===== src/rtl/seg595_pkg.sv =====
// -----------------------------------------------------------------------------
// seg595_pkg
// Shared definitions for the 74HC595 display bus receiver.
//
// Contents:
//   SEL_W_DEF / SEG_W_DEF  default digit-select and segment field widths
//   SEG_A .. SEG_DP        bit positions of each segment inside the seg field
//   HEX_GLYPH              active-high {g,f,e,d,c,b,a} patterns for 0-F. The
//                          display serializer uses the same table, so the two
//                          ends cannot drift apart.
//   rx_state_e             receiver progress states, used for debug only
// -----------------------------------------------------------------------------
package seg595_pkg;

    localparam int SEL_W_DEF = 6;
    localparam int SEG_W_DEF = 8;

    localparam int SEG_A  = 0;
    localparam int SEG_B  = 1;
    localparam int SEG_C  = 2;
    localparam int SEG_D  = 3;
    localparam int SEG_E  = 4;
    localparam int SEG_F  = 5;
    localparam int SEG_G  = 6;
    localparam int SEG_DP = 7;

    // The leftmost entry of the concatenation is index 15 ('F') and the
    // rightmost is index 0 ('0').
    localparam logic [15:0][6:0] HEX_GLYPH = {
        7'h71, 7'h79, 7'h5E, 7'h39, 7'h7C, 7'h77, 7'h6F, 7'h7F,
        7'h07, 7'h7D, 7'h6D, 7'h66, 7'h4F, 7'h5B, 7'h06, 7'h3F
    };

    typedef enum logic [1:0] {
        ST_IDLE     = 2'd0,
        ST_SHIFTING = 2'd1,
        ST_LATCHED  = 2'd2
    } rx_state_e;

endpackage


===== src/rtl/seg595_edge_sync.sv =====
// -----------------------------------------------------------------------------
// seg595_edge_sync
// Brings one asynchronous bus line into the clock domain through a 2-flop
// synchronizer and produces a registered one-cycle pulse on each rising edge.
//
// Ports:
//   clock  in   system clock
//   reset  in   synchronous active-high reset
//   din    in   asynchronous bus line
//   rise   out  one-cycle pulse, 3 clocks after din rises at the pin
// -----------------------------------------------------------------------------
module seg595_edge_sync (
    input  logic clock,
    input  logic reset,
    input  logic din,
    output logic rise
);

    logic s1_q, s1_d;
    logic s2_q, s2_d;
    logic s3_q, s3_d;
    logic rise_q, rise_d;

    // Next-state for the synchronizer chain. s3 is the previous value of the
    // synchronized line, so s2 & ~s3 marks the first cycle it reads high.
    // The pulse itself is registered so the edge timing does not depend on
    // how much logic sits downstream.
    always_comb begin
        s1_d   = din;
        s2_d   = s1_q;
        s3_d   = s2_q;
        rise_d = s2_q & ~s3_q;
    end

    // Registers for the chain and the pulse; reset clears every stage so no
    // phantom edge can appear after reset release.
    always_ff @(posedge clock) begin
        if (reset) begin
            s1_q   <= 1'b0;
            s2_q   <= 1'b0;
            s3_q   <= 1'b0;
            rise_q <= 1'b0;
        end else begin
            s1_q   <= s1_d;
            s2_q   <= s2_d;
            s3_q   <= s3_d;
            rise_q <= rise_d;
        end
    end

    assign rise = rise_q;

endmodule


===== src/rtl/seg_595_receiver.sv =====
// -----------------------------------------------------------------------------
// seg_595_receiver
// Serial-in/parallel-out receiver for the 74HC595 display bus. Samples the
// bus in the sys_clk domain, rebuilds each latched frame {sel, seg}, and
// flags frames with the wrong bit count or a non-one-hot digit select.
//
// Ports:
//   sys_clk, sys_rst  clock and synchronous active-high reset
//   ds, shcp, stcp    serial data, shift clock, storage clock (asynchronous)
//   oe                output enable, active-low (asynchronous)
//   frame_data        last latched frame {sel, seg}
//   sel, seg          the two fields of frame_data
//   digit_idx         position of the set bit in sel, 0 when sel is not one-hot
//   frame_valid       one-cycle pulse per latched frame
//   frame_err         latched frame did not have exactly FRAME_W shifts
//   sel_err           latched sel is not exactly one-hot
//   disp_on           registered ~oe
//   digit_val/_ok     hex digit decoded from seg (decoder build only)
//
// Build option: define SEG595_RX_DECODE_EN to include the glyph decoder.
// Without it digit_val and digit_ok are constant 0.
// -----------------------------------------------------------------------------
module seg_595_receiver
    import seg595_pkg::*;
#(
    parameter int SEL_W = SEL_W_DEF,
    parameter int SEG_W = SEG_W_DEF
) (
    input  logic               sys_clk,
    input  logic               sys_rst,
    input  logic               ds,
    input  logic               shcp,
    input  logic               stcp,
    input  logic               oe,
    output logic [SEL_W+SEG_W-1:0] frame_data,
    output logic [SEL_W-1:0]   sel,
    output logic [SEG_W-1:0]   seg,
    output logic [2:0]         digit_idx,
    output logic               frame_valid,
    output logic               frame_err,
    output logic               sel_err,
    output logic               disp_on,
    output logic [3:0]         digit_val,
    output logic               digit_ok
);

    localparam int FRAME_W = SEL_W + SEG_W;

    logic               shift_rise;
    logic               latch_rise;

    logic               ds_s1_q, ds_s1_d;
    logic               ds_s2_q, ds_s2_d;
    logic               oe_s1_q, oe_s1_d;
    logic               oe_s2_q, oe_s2_d;

    logic [FRAME_W-1:0] shreg_q, shreg_d;
    logic [4:0]         bit_cnt_q, bit_cnt_d;
    logic [FRAME_W-1:0] frame_data_q, frame_data_d;
    logic               frame_valid_q, frame_valid_d;
    logic               frame_err_q, frame_err_d;
    logic               sel_err_q, sel_err_d;
    logic [2:0]         digit_idx_q, digit_idx_d;
    logic               disp_on_q, disp_on_d;
    rx_state_e          state_q, state_d;

    logic [SEL_W-1:0]   next_sel;
    logic               next_sel_onehot;
    logic [2:0]         next_idx;

    seg595_edge_sync u_shcp_sync (
        .clock (sys_clk),
        .reset (sys_rst),
        .din   (shcp),
        .rise  (shift_rise)
    );

    seg595_edge_sync u_stcp_sync (
        .clock (sys_clk),
        .reset (sys_rst),
        .din   (stcp),
        .rise  (latch_rise)
    );

    // Field checks on the frame that would be latched right now. Only the
    // position of the set bit matters, so a non-one-hot select reports 0.
    always_comb begin
        next_sel        = shreg_q[FRAME_W-1:SEG_W];
        next_sel_onehot = $onehot(next_sel);
        next_idx        = 3'd0;
        for (int i = 0; i < SEL_W; i++) begin
            if (next_sel[i]) begin
                next_idx = 3'(i);
            end
        end
        if (!next_sel_onehot) begin
            next_idx = 3'd0;
        end
    end

    // Main datapath. The latch reads shreg before this cycle's shift, which
    // gives the 595 one-behind behaviour when shcp and stcp rise together;
    // in that case the shift that follows is the first bit of the next frame,
    // so the counter restarts at 1 instead of 0. The counter saturates so
    // that a long burst still reads as "too many bits".
    always_comb begin
        ds_s1_d       = ds;
        ds_s2_d       = ds_s1_q;
        oe_s1_d       = oe;
        oe_s2_d       = oe_s1_q;
        shreg_d       = shreg_q;
        bit_cnt_d     = bit_cnt_q;
        frame_data_d  = frame_data_q;
        frame_valid_d = 1'b0;
        frame_err_d   = frame_err_q;
        sel_err_d     = sel_err_q;
        digit_idx_d   = digit_idx_q;
        disp_on_d     = ~oe_s2_q;

        if (latch_rise) begin
            frame_data_d  = shreg_q;
            frame_valid_d = 1'b1;
            frame_err_d   = (bit_cnt_q != 5'(FRAME_W));
            sel_err_d     = ~next_sel_onehot;
            digit_idx_d   = next_idx;
            bit_cnt_d     = 5'd0;
        end

        if (shift_rise) begin
            shreg_d = {shreg_q[FRAME_W-2:0], ds_s2_q};
            if (latch_rise) begin
                bit_cnt_d = 5'd1;
            end else if (bit_cnt_q != 5'd31) begin
                bit_cnt_d = bit_cnt_q + 5'd1;
            end
        end
    end

    // Progress tracker for debug. Nothing downstream depends on it.
    always_comb begin
        state_d = state_q;
        case (state_q)
            ST_IDLE:     if (shift_rise) state_d = ST_SHIFTING;
            ST_SHIFTING: if (latch_rise) state_d = ST_LATCHED;
            ST_LATCHED:  if (shift_rise) state_d = ST_SHIFTING;
            default:     state_d = ST_IDLE;
        endcase
    end

    // All receiver state, including the ds/oe synchronizers. Reset throws
    // away any partially shifted frame along with the held outputs.
    always_ff @(posedge sys_clk) begin
        if (sys_rst) begin
            ds_s1_q       <= 1'b0;
            ds_s2_q       <= 1'b0;
            oe_s1_q       <= 1'b0;
            oe_s2_q       <= 1'b0;
            shreg_q       <= '0;
            bit_cnt_q     <= 5'd0;
            frame_data_q  <= '0;
            frame_valid_q <= 1'b0;
            frame_err_q   <= 1'b0;
            sel_err_q     <= 1'b0;
            digit_idx_q   <= 3'd0;
            disp_on_q     <= 1'b0;
            state_q       <= ST_IDLE;
        end else begin
            ds_s1_q       <= ds_s1_d;
            ds_s2_q       <= ds_s2_d;
            oe_s1_q       <= oe_s1_d;
            oe_s2_q       <= oe_s2_d;
            shreg_q       <= shreg_d;
            bit_cnt_q     <= bit_cnt_d;
            frame_data_q  <= frame_data_d;
            frame_valid_q <= frame_valid_d;
            frame_err_q   <= frame_err_d;
            sel_err_q     <= sel_err_d;
            digit_idx_q   <= digit_idx_d;
            disp_on_q     <= disp_on_d;
            state_q       <= state_d;
        end
    end

`ifdef SEG595_RX_DECODE_EN
    logic [3:0] digit_val_q, digit_val_d;
    logic       digit_ok_q, digit_ok_d;
    logic [3:0] dec_val;
    logic       dec_ok;

    // Glyph lookup on the segment field about to be latched; dp is ignored.
    // An unknown pattern reports value 0 with ok low.
    always_comb begin
        dec_val = 4'd0;
        dec_ok  = 1'b0;
        for (int i = 0; i < 16; i++) begin
            if (shreg_q[SEG_G:SEG_A] == HEX_GLYPH[i]) begin
                dec_val = 4'(i);
                dec_ok  = 1'b1;
            end
        end
    end

    // Decoded digit is captured on the same latch as frame_data.
    always_comb begin
        digit_val_d = digit_val_q;
        digit_ok_d  = digit_ok_q;
        if (latch_rise) begin
            digit_val_d = dec_val;
            digit_ok_d  = dec_ok;
        end
    end

    // Decoder output registers.
    always_ff @(posedge sys_clk) begin
        if (sys_rst) begin
            digit_val_q <= 4'd0;
            digit_ok_q  <= 1'b0;
        end else begin
            digit_val_q <= digit_val_d;
            digit_ok_q  <= digit_ok_d;
        end
    end

    assign digit_val = digit_val_q;
    assign digit_ok  = digit_ok_q;
`else
    assign digit_val = 4'd0;
    assign digit_ok  = 1'b0;
`endif

    assign frame_data  = frame_data_q;
    assign sel         = frame_data_q[FRAME_W-1:SEG_W];
    assign seg         = frame_data_q[SEG_W-1:0];
    assign digit_idx   = digit_idx_q;
    assign frame_valid = frame_valid_q;
    assign frame_err   = frame_err_q;
    assign sel_err     = sel_err_q;
    assign disp_on     = disp_on_q;

endmodule


===== config.mk =====
export PLATFORM = sky130hd
export DESIGN_NAME = seg_595_receiver
export DESIGN_NICKNAME = d
export VERILOG_FILES = /design/src/rtl/seg595_pkg.sv /design/src/rtl/seg595_edge_sync.sv /design/src/rtl/seg_595_receiver.sv
export SDC_FILE = /design/constraint.sdc
export NUM_CORES = 1
export LEC_CHECK = 0
export BUFFER_PORTS_ARGS = -buffer_cell sky130_fd_sc_hd__buf_2
export CAP_MARGIN = 0
export CORE_ASPECT_RATIO = 1.5
export CORE_MARGIN = 5
export CORE_UTILIZATION = 53
export CTS_BUF_LIST = sky130_fd_sc_hd__clkbuf_8 sky130_fd_sc_hd__clkbuf_16
export CTS_CLUSTER_SIZE = 8
export DETAILED_ROUTE_END_ITERATION = 7
export PLACE_DENSITY = 0.78
export REMOVE_ABC_BUFFERS = 1
export SETUP_SLACK_MARGIN = 0.4
export SYNTH_ARGS = -nofsm -noshare
export SYNTH_HDL_FRONTEND = slang
export SYNTH_SLANG_ARGS = --single-unit

===== constraint.sdc =====
create_clock -name sys_clk -period 3.55 [get_ports sys_clk]
set_input_delay 0.5325 -clock sys_clk [delete_from_list [all_inputs] [get_ports sys_clk]]
set_output_delay 0.5325 -clock sys_clk [all_outputs]
set_load 0.03 [all_outputs]

==> impl_summary.txt, run 1 <==
----------------------------------------------------
[Run status]
  Run status ... finished clean

[Flow run]
  Max-cap viol count ... 0

[Global routing]
  Maximum number of pins on one net before global-route repair ... 47
  Total grt overflow ... 0
  Global-route wire length before repair ... 5.36 mm
  Vias in the first global route ... 1246
  Antenna violations before repair ... 0
  Combined global-route utilization of all metal layers ... 13.2%

[Floorplanning]
  Height of the chip ... 86.6 µm
  Initial standard-cell utilization of the core ... 53.8%
  Std-Cell Core Area ... 3850 µm²
  Die Width ... 61.1 µm
  Die Footprint ... 5290 µm²
  FP Rows ... 28
  Number of top-level pins ... 46

[Power and ir drop]
  Leakage power total ... 0.000987 µW
  Power density cells ... 440 nW/µm²
  Total power after layout ... 991 µW
  Worst ir drop on vdd ... 0.000384 V

[Setup path]
  Launching instance or port of the critical path ... shreg_q[11]
  CP Launch Type ... flop
  Category of the critical setup timing path ... reg2reg
  Setup slack of the most critical reg-to-reg path ... 0.75 ns
  Kind of capture point of the worst setup path ... flop
  Required time reported for the critical path endpoint ... 3.79 ns
  Worst R2R End ... digit_idx[2]
  Number of cell instances on the worst register-to-register path ... 9
  Arrival time at the worst endpoint ... 3.05 ns
  CP Max Fanout ... 6
  Launch point of the worst reg-to-reg path ... shreg_q[11]

[CTS]
  Clock latency on the worst-skew pair ... 0.31 ns
  Post-CTS repair timing setup buffer count ... 0
  Clock tree root buffer cell ... sky130_fd_sc_hd__clkbuf_8
  CTS sink cnt ... 52
  Number of clock buffers inserted by TritonCTS ... 5
  CTS tree ... yes
  Number of hold buffers added after cts ... 0
  Max Buffers Root-to-Sink ... 2
  Level count of the clock H-tree ... 2
  Resized cells post-CTS ... 0
  Clock slew seen by the registers of the worst setup and hold paths ... 0.10 ns

[STA]
  Worst setup skew after layout ... 0.00550 ns
  Highest attainable clock frequency ... 357 MHz
  Clock period minus worst slack ... 2.80 ns
  Worst hold-check slack ... 0.393 ns
  Final hold violation count ... 0
  Slew HR ... 25.7%
  Total setup violations reported at the end of the flow ... 0
  Final setup TNS ... 0 ns
  Unrepaired setup endpoints after global routing ... no
  Final count of pins violating max slew ... 0
  Transition at the pin with the smallest max-transition slack ... 1.11 ns
  Final period util ... 79.0%

[Synth]
  Number of synthesized register bits ... 52
  Seq/Total Area, Yosys ... 50.2%
  Adder-cell share of the synthesized area ... 5.31%
  Largest cells by area after synthesis ... sky130_fd_sc_hd__dfxtp_1, sky130_fd_sc_hd__mux2i_1, sky130_fd_sc_hd__buf_4
  Number of distinct library cells after synthesis ... 27
  Share of the synthesized area in compound gates (AO/OA/AOI/OAI) ... 2.83%
  Cell count after synthesis ... 204
  Area share of the largest cell type after synthesis ... 50.2%
  Avg Inst Size Synth ... 10.2 µm²
  Synth Area in Simple Gates ... 15.1%
  Area leader, netlist ... sky130_fd_sc_hd__dfxtp_1
  Area of the mapped netlist ... 2070 µm²
  Commonest register cell after synthesis ... sky130_fd_sc_hd__dfxtp_1
  Fraction of synthesized cell area in xor and xnor cells ... 0.422%
  Fraction of synthesized area in multiplexers ... 14.5%
  Combinational family with the most area after synthesis ... simple AND/OR/NAND/NOR gates
  Async set or reset register ratio after synthesis ... 0%
  Yosys Warn Count ... 0
  Number of enable-type register cells in the synthesized netlist ... 0

[Layout]
  Area added between synthesis and finish ... 8.50%
  Antenna diodes ... 0
  Post-layout util ... 58.4%
  Fraction of layout instances using a drive strength above 1 ... 22.4%
  # nets final ... 240

[Worst hold path]
  Cell depth of the worst hold path ... 1
  Hold-critical path endpoint ... u_stcp_sync.rise
  Worst hold-check path type ... reg2reg
  Worst min-delay path startpoint ... u_stcp_sync.s3_q

[Place]
  HPWL after detailed placement ... 2.24 mm
  Count of buffers from port buffering ... 40
  Placer's final routability congestion estimate ... 0.765

[Drt]
  WL per Instance ... 11.8 µm
  Total iterations of the first detailed-routing run ... 4
  Number of remaining DRC errors ... 0
  Average vias per placed instance ... 4.92
  Number of nets still failing antenna checks after routing ... 0
  DR iter-0 viols ... 24
  Aggregate routed wire length ... 3.21 mm
  Via count ... 1342

----------------------------------------------------
stage by stage:
step	instance area, µm²	cells	setup WS [ns]
floorplan	1880	179	0.960
global placement	2150	265	0.879
detailed placement	2150	265	0.770
CTS	2250	273	0.729
global route	2250	273	0.487
finish	2250	273	0.746
worst max-delay path: stages (launching register included):
cell and delay [ns]:
sky130_fd_sc_hd__dfxtp_1 0.43, sky130_fd_sc_hd__inv_1 0.08, sky130_fd_sc_hd__fa_1 0.46, sky130_fd_sc_hd__fa_1 0.50
sky130_fd_sc_hd__inv_1 0.04, sky130_fd_sc_hd__ha_1 0.20, sky130_fd_sc_hd__fa_1 0.48, sky130_fd_sc_hd__nor3b_1 0.28
sky130_fd_sc_hd__nand2_1 0.12, sky130_fd_sc_hd__o21ai_0 0.16
cells by family after synthesis:
kind of cell,after synthesis
xor gates and xnor gates,1
other,1
and+or+nand+nor,65
muxes,30
adders and majority gates,7
AOI/OAI and AO/OA,10
buffers and inverters,38
DFF,52
layer usage:
layer  GRT usage (%)  part of all wire [%]
met3            2.24                   5.5
met5               0                     0
met1            16.7                    43
met4            7.10                   2.7
met2            20.7                    48
layout by cell type (no fill, tap or decap):
master	netlist	final
sky130_fd_sc_hd__xor2_1	1	1
sky130_fd_sc_hd__clkinv_4	0	1
sky130_fd_sc_hd__buf_2	1	40
sky130_fd_sc_hd__nand3b_1	1	1
sky130_fd_sc_hd__or2_2	1	1
sky130_fd_sc_hd__clkbuf_8	0	5
sky130_fd_sc_hd__a21oi_1	1	1
sky130_fd_sc_hd__mux2i_1	30	30
sky130_fd_sc_hd__buf_4	21	1
sky130_fd_sc_hd__fa_1	3	3
sky130_fd_sc_hd__o22ai_1	1	1
sky130_fd_sc_hd__inv_1	9	9
sky130_fd_sc_hd__nand4_1	2	2
sky130_fd_sc_hd__a211oi_1	3	3
sky130_fd_sc_hd__ha_1	4	4
sky130_fd_sc_hd__inv_6	0	1
sky130_fd_sc_hd__conb_1	1	5
sky130_fd_sc_hd__o21ai_0	5	5
sky130_fd_sc_hd__nor2b_4	1	1
sky130_fd_sc_hd__or3_1	2	2
sky130_fd_sc_hd__nand2_1	5	5
sky130_fd_sc_hd__nor2b_1	13	13
sky130_fd_sc_hd__nor3b_1	2	2
sky130_fd_sc_hd__clkinv_8	0	1
sky130_fd_sc_hd__nor2_1	37	37
sky130_fd_sc_hd__and3_1	1	1
sky130_fd_sc_hd__dfxtp_1	52	52
state kept, by name, indices dropped and copies added (netlist names):
signal            cells
frame_data           14
u_stcp_sync.rise      1
sel_err               1
u_shcp_sync.rise      1
disp_on               1
u_shcp_sync.s3_q      1
frame_valid           1
oe_s2_q               1
shreg_q              14
digit_idx             3
ds_s1_q               1
frame_err             1
u_stcp_sync.s1_q      1
ds_s2_q               1
u_stcp_sync.s3_q      1
u_shcp_sync.s2_q      1
bit_cnt_q             5
oe_s1_q               1
u_shcp_sync.s1_q      1
u_stcp_sync.s2_q      1
power breakdown:
group          total (µW)  internal (µW)  leakage, µW  switching (µW)
logic                37.3           12.9     0.000514            24.4
registers             597            591     0.000421            6.36
clock network         357            148    0.0000515             208
total                 991            752     0.000987             239
Yosys cell counts, types with 3 or more instances:
cell / instances
sky130_fd_sc_hd__ha_1: 4
sky130_fd_sc_hd__nor2_1: 37
sky130_fd_sc_hd__dfxtp_1: 52
sky130_fd_sc_hd__nand2_1: 5
sky130_fd_sc_hd__fa_1: 3
sky130_fd_sc_hd__inv_1: 9
sky130_fd_sc_hd__nor2b_1: 13
sky130_fd_sc_hd__buf_4: 21
sky130_fd_sc_hd__a211oi_1: 3
sky130_fd_sc_hd__mux2i_1: 30
sky130_fd_sc_hd__o21ai_0: 5
how the worst max path moves through the flow:
stage / cells past startpoint / slack (ns) / endpoint
2_1_floorplan: 9 / 0.96 / digit_idx[0]
3_3_place_gp: 9 / 0.88 / digit_idx[1]
3_5_place_dp: 9 / 0.77 / digit_idx[2]
4_1_cts: 9 / 0.73 / digit_idx[2]
5_1_grt: 9 / 0.49 / digit_idx[2]
6_report: 9 / 0.75 / digit_idx[2]
area by class of cell:
| cell class | instances | area (µm²) |
|---|---|---|
| fill | 356 | 1600 |
| sequential | 52 | 1040 |
| multi-input combinational | 118 | 810 |
| timing repair buffer | 41 | 208 |
| clock buffer | 5 | 68.8 |
| tap | 45 | 56.3 |
| clock inverter | 3 | 33.8 |
| inverter | 9 | 33.8 |
(Power assumes the default switching activity.)
==> run 2, diff against run 1 <==
- clock period: 3.55 -> 2.7 ns (I/O delays scaled with it)
==> impl_summary.txt, run 2 (same netlist as run 1, synthesis figures left out) <==
----------------------------------------------------
[Run status]
  Run status ... finished clean

[Floorplanning]
  Die Width ... 61.1 µm
  Die Footprint ... 5290 µm²
  Initial standard-cell utilization of the core ... 53.8%
  Std-Cell Core Area ... 3850 µm²
  FP Rows ... 28
  Height of the chip ... 86.6 µm
  Number of top-level pins ... 46

[Drt]
  Aggregate routed wire length ... 3.25 mm
  Number of remaining DRC errors ... 0
  Total iterations of the first detailed-routing run ... 2
  WL per Instance ... 11.7 µm
  Number of nets still failing antenna checks after routing ... 0
  Via count ... 1354
  Average vias per placed instance ... 4.87
  DR iter-0 viols ... 28

[Setup path]
  Cell type with the highest occurrence count on the critical path ... sky130_fd_sc_hd__fa_1
  Kind of capture point of the worst setup path ... flop
  Number of cell instances on the worst register-to-register path ... 9
  Category of the critical setup timing path ... reg2reg
  Arrival time at the worst endpoint ... 2.77 ns
  CP Max Fanout ... 3
  Required time reported for the critical path endpoint ... 2.93 ns
  Setup slack of the most critical reg-to-reg path ... 0.17 ns
  CP Cell Sequence ... inv_2, fa_1, fa_1, inv_1, ha_2, fa_1, nor3b_2, nand2_1, o21ai_1
  CP Launch Type ... flop
  Launch point of the worst reg-to-reg path ... shreg_q[11]
  Worst R2R End ... digit_idx[2]
  Max stage delay cell, worst path ... sky130_fd_sc_hd__fa_1
  Slowest Stage Delay on Critical Path ... 0.49 ns

[Global routing]
  Total grt overflow ... 0
  Maximum number of pins on one net before global-route repair ... 33
  Combined global-route utilization of all metal layers ... 13.5%
  Antenna violations before repair ... 0
  Vias in the first global route ... 1271
  Global-route wire length before repair ... 5.39 mm

[Place]
  Placer's final routability congestion estimate ... 0.793
  Post-detailed-placement cell area ... 2190 µm²
  Setup Slack @ Placement ... 0.00166 ns
  HPWL after detailed placement ... 2.32 mm
  Count of buffers from port buffering ... 40
  Number of instances in the placed design ... 270

[STA]
  Final period util ... 93.8%
  Unrepaired setup endpoints after global routing ... yes
  Highest attainable clock frequency ... 395 MHz
  Worst setup skew after layout ... 0.00924 ns
  Transition at the pin with the smallest max-transition slack ... 0.562 ns
  Final setup TNS ... 0 ns
  Total setup violations reported at the end of the flow ... 0
  Final hold violation count ... 0
  Final worst slack ... 0.167 ns
  Worst hold-check slack ... 0.302 ns
  Clock period minus worst slack ... 2.53 ns
  Final count of pins violating max slew ... 0
  Slew HR ... 62.5%

[Layout]
  Area added between synthesis and finish ... 10.5%
  Post-route cell area ... 2290 µm²
  Post-route insts no fill ... 278
  # nets final ... 245
  Antenna diodes ... 0
  Leading cell type in the layout, fill and taps excluded ... sky130_fd_sc_hd__dfxtp_1
  Most used cells in the layout excluding fill and tap cells ... sky130_fd_sc_hd__dfxtp_1, sky130_fd_sc_hd__buf_2, sky130_fd_sc_hd__nor2_1
  Fraction of layout instances using a drive strength above 1 ... 26.6%

[Flow run]
  Max-cap viol count ... 0

[CTS]
  Post-CTS repair timing setup buffer count ... 0
  Max Buffers Root-to-Sink ... 2
  CTS tree ... yes
  CTS sink cnt ... 52
  Number of hold buffers added after cts ... 0
  Clock latency on the worst-skew pair ... 0.30 ns
  Clock tree root buffer cell ... sky130_fd_sc_hd__clkbuf_8
  Clock slew seen by the registers of the worst setup and hold paths ... 0.10 ns
  Number of clock buffers inserted by TritonCTS ... 5
  Level count of the clock H-tree ... 2

[Worst hold path]
  Worst min-delay path startpoint ... shcp
  Cell depth of the worst hold path ... 2
  Hold-critical path endpoint ... u_shcp_sync.s1_q
  Worst hold-check path type ... in2reg

[Power and ir drop]
  Power density cells ... 562 nW/µm²
  Leakage power total ... 0.00101 µW
  Worst ir drop on vdd ... 0.000530 V

----------------------------------------------------
-- run 2: cell types whose count changed in the layout (fill, tap and decap cells not counted), moves of 3 or more --
cell | previous run | this run
sky130_fd_sc_hd__o21ai_1 | 0 | 3
sky130_fd_sc_hd__dfxtp_1 | 52 | 49
sky130_fd_sc_hd__o21ai_0 | 5 | 2
sky130_fd_sc_hd__dfxtp_2 | 0 | 3
sky130_fd_sc_hd__buf_4 | 1 | 6
-- run 2: report_power, final --
part,internal [µW],switching (µW),total [µW]
Combinational,17.9,35.0,52.9
Clock,191,261,452
Sequential,777,6.22,783
-- run 2: worst max path at each step --
stage | startpoint | slack, ns | end | depth (start not counted)
2_1_floorplan | shreg_q[8] | 0.11 | digit_idx[0] | 9
3_3_place_gp | shreg_q[8] | 0.09 | digit_idx[0] | 9
3_5_place_dp | shreg_q[8] | 0.002 | digit_idx[1] | 9
4_1_cts | shreg_q[11] | 0.18 | digit_idx[2] | 9
5_1_grt | shreg_q[11] | 0.08 | digit_idx[0] | 9
6_report | shreg_q[11] | 0.17 | digit_idx[2] | 9
-- run 2: final cells by class --
class | instances | area, µm²
Timing Repair Buffer | 46 | 245
Fill cell | 345 | 1560
Inverter | 9 | 33.8
Multi-Input combinational cell | 118 | 817
Clock inverter | 3 | 26.3
Tap cell | 45 | 56.3
Clock buffer | 5 | 68.8
Sequential cell | 52 | 1040
-- run 2: layer usage --
metal | part of all wire, % | track usage [%]
met5 | 0 | 0
met4 | 2.3 | 7.10
met3 | 5.2 | 3.13
met2 | 51 | 21.8
met1 | 42 | 16.1
-- run 2: through the flow --
step                      util (%)  power [µW]
after floorplan                  -         833
after global placement        56.7         853
after detailed placement      56.7         854
after CTS                     59.4        1310
after global routing          59.5        1340
final                         59.5        1290
-- run 2: what timing repair did --
action,4_1_cts,5_1_grt
cloned,0,0
endpoints found under the setup margin,4,4
gates resized for setup,8,1
pin swaps,8,1
hold endpoints to repair,0,0
-- run 2: worst max-delay path, delay by kind of cell, from the launching register on --
family                   cells  cell delay [ns]
buffers and inverters        2             0.08
AO/OA/AOI/OAI                1             0.14
adder cells (fa/ha/maj)      4             1.58
AND/OR/NAND/NOR              2             0.31
flip-flops                   1             0.35
==> run 3, diff against run 2 <==
- ABC_CLOCK_PERIOD_IN_PS: default -> 2700
- CORE_UTILIZATION: 53 -> 55
- CTS_BUF_LIST: sky130_fd_sc_hd__clkbuf_8 sky130_fd_sc_hd__clkbuf_16 -> sky130_fd_sc_hd__clkbuf_8
- PLACE_DENSITY: 0.78 -> 0.81
==> impl_summary.txt, run 3 (same netlist as run 1, synthesis figures left out) <==
----------------------------------------------------
[Layout]
  Count of filler cells inserted in the layout ... 329
  Antenna diodes ... 0
  # nets final ... 244
  Fraction of layout instances using a drive strength above 1 ... 25.5%
  Area added between synthesis and finish ... 9.77%
  Post-route insts no fill ... 274
  Leading cell type in the layout, fill and taps excluded ... sky130_fd_sc_hd__dfxtp_1
  Most used cells in the layout excluding fill and tap cells ... sky130_fd_sc_hd__dfxtp_1, sky130_fd_sc_hd__buf_2, sky130_fd_sc_hd__nor2_1
  Post-route cell area ... 2280 µm²

[Setup path]
  CP Max Fanout ... 3
  Arrival time at the worst endpoint ... 2.73 ns
  Kind of capture point of the worst setup path ... flop
  CP Launch Type ... flop
  Required time reported for the critical path endpoint ... 2.92 ns
  Category of the critical setup timing path ... reg2reg

[CTS]
  Number of clock buffers inserted by TritonCTS ... 5
  Max Buffers Root-to-Sink ... 2
  CTS sink cnt ... 52
  Clock tree root buffer cell ... sky130_fd_sc_hd__clkbuf_8
  Level count of the clock H-tree ... 2
  CTS tree ... yes
  Number of hold buffers added after cts ... 0
  Post-CTS repair timing setup buffer count ... 0
  Clock slew seen by the registers of the worst setup and hold paths ... 0.09 ns
  Clock latency on the worst-skew pair ... 0.30 ns

[Power and ir drop]
  Power density cells ... 557 nW/µm²
  Leakage power total ... 0.00101 µW
  Total power after layout ... 1270 µW
  Worst ir drop on vdd ... 0.000399 V

[Floorplanning]
  Initial standard-cell utilization of the core ... 56.9%
  Die Width ... 60.1 µm
  Std-Cell Core Area ... 3650 µm²
  Height of the chip ... 85.2 µm
  FP Rows ... 27
  Number of top-level pins ... 46
  Die Footprint ... 5130 µm²

[Place]
  HPWL after detailed placement ... 2.22 mm
  Count of buffers from port buffering ... 40
  Post-detailed-placement cell area ... 2180 µm²
  Number of instances in the placed design ... 267
  Placer's final routability congestion estimate ... 0.753

[Global routing]
  Global-route wire length before repair ... 5.41 mm
  Vias in the first global route ... 1239
  Total grt overflow ... 0
  Combined global-route utilization of all metal layers ... 13.8%
  Antenna violations before repair ... 0
  Maximum number of pins on one net before global-route repair ... 43

[STA]
  Slew HR ... 26.4%
  Worst setup skew after layout ... 0.00875 ns
  Transition at the pin with the smallest max-transition slack ... 1.10 ns
  Final count of pins violating max slew ... 0
  Highest attainable clock frequency ... 398 MHz
  Final setup TNS ... 0 ns
  Total setup violations reported at the end of the flow ... 0
  Final hold violation count ... 0
  Worst hold-check slack ... 0.309 ns
  Unrepaired setup endpoints after global routing ... yes
  Final period util ... 93.1%
  Clock period minus worst slack ... 2.51 ns

[Run status]
  Run status ... finished clean

[Drt]
  Via count ... 1318
  Total iterations of the first detailed-routing run ... 4
  WL per Instance ... 11.4 µm
  Average vias per placed instance ... 4.81
  DR iter-0 viols ... 20
  Aggregate routed wire length ... 3.13 mm
  Number of remaining DRC errors ... 0
  Number of nets still failing antenna checks after routing ... 0

[Worst hold path]
  Worst hold-check path type ... in2reg

[Flow run]
  Max-cap viol count ... 0

----------------------------------------------------
==> run 3: area by class of cell <==
type / count / area [µm²] / share of cell area (%)
clock buffer: 6 / 82.6 / 3.63
clock inverter: 1 / 8.76 / 0.385
inverter: 9 / 33.8 / 1.48
multi-input combinational: 118 / 817 / 35.9
sequential: 52 / 1040 / 45.8
tap: 43 / 53.8 / 2.36
timing repair buffer: 45 / 238 / 10.4
==> run 3: power breakdown <==
part	internal (µW)	total, µW	switching [µW]
Clock	204	434	230
Sequential	777	784	7.92
Combinational	17.8	50.0	32.3
Total	999	1270	270
==> run 3: stage by stage <==
stage	setup WS, ns	util (%)
6_report	0.187	62.4
3_3_place_gp	0.105	59.6
5_1_grt	0.0104	62.4
3_5_place_dp	-0.0156	59.6
4_1_cts	0.181	62.4
2_1_floorplan	0.110	-
==> run 3: per-layer routing <==
layer	track usage, %	routed length [µm]	up-vias
met5	0	0	-
met4	7.26	55	0
met3	3.65	148	4
met2	22.6	1560	31
met1	16.0	1370	601
li1	-	-	682
==> run 3: path summary, 6_finish.rpt <==
path                                       start               end  slack [ns]  cells after the start
worst max-delay path                  shreg_q[8]      digit_idx[1]        0.19                      9
worst min-delay path                          ds           ds_s1_q        0.31                      2
worst max register to register        shreg_q[8]      digit_idx[1]        0.19                      9
worst min register to register  u_shcp_sync.s3_q  u_shcp_sync.rise        0.39                      1
==> run 3: critical path, stage by stage (launching register included) <==
cell and delay, ns:
sky130_fd_sc_hd__dfxtp_2 0.34, sky130_fd_sc_hd__inv_2 0.04, sky130_fd_sc_hd__fa_1 0.48, sky130_fd_sc_hd__fa_1 0.49, sky130_fd_sc_hd__inv_1 0.05, sky130_fd_sc_hd__ha_2 0.16, sky130_fd_sc_hd__fa_1 0.44, sky130_fd_sc_hd__nor3b_2 0.19
sky130_fd_sc_hd__nand2_1 0.11, sky130_fd_sc_hd__o21ai_1 0.14
==> run 3: repair_timing <==
action | in CTS | in global routing
resized for setup | 7 | 1
gates cloned | 0 | 0
pin swaps | 6 | 2
setup endpoints to repair | 4 | 4
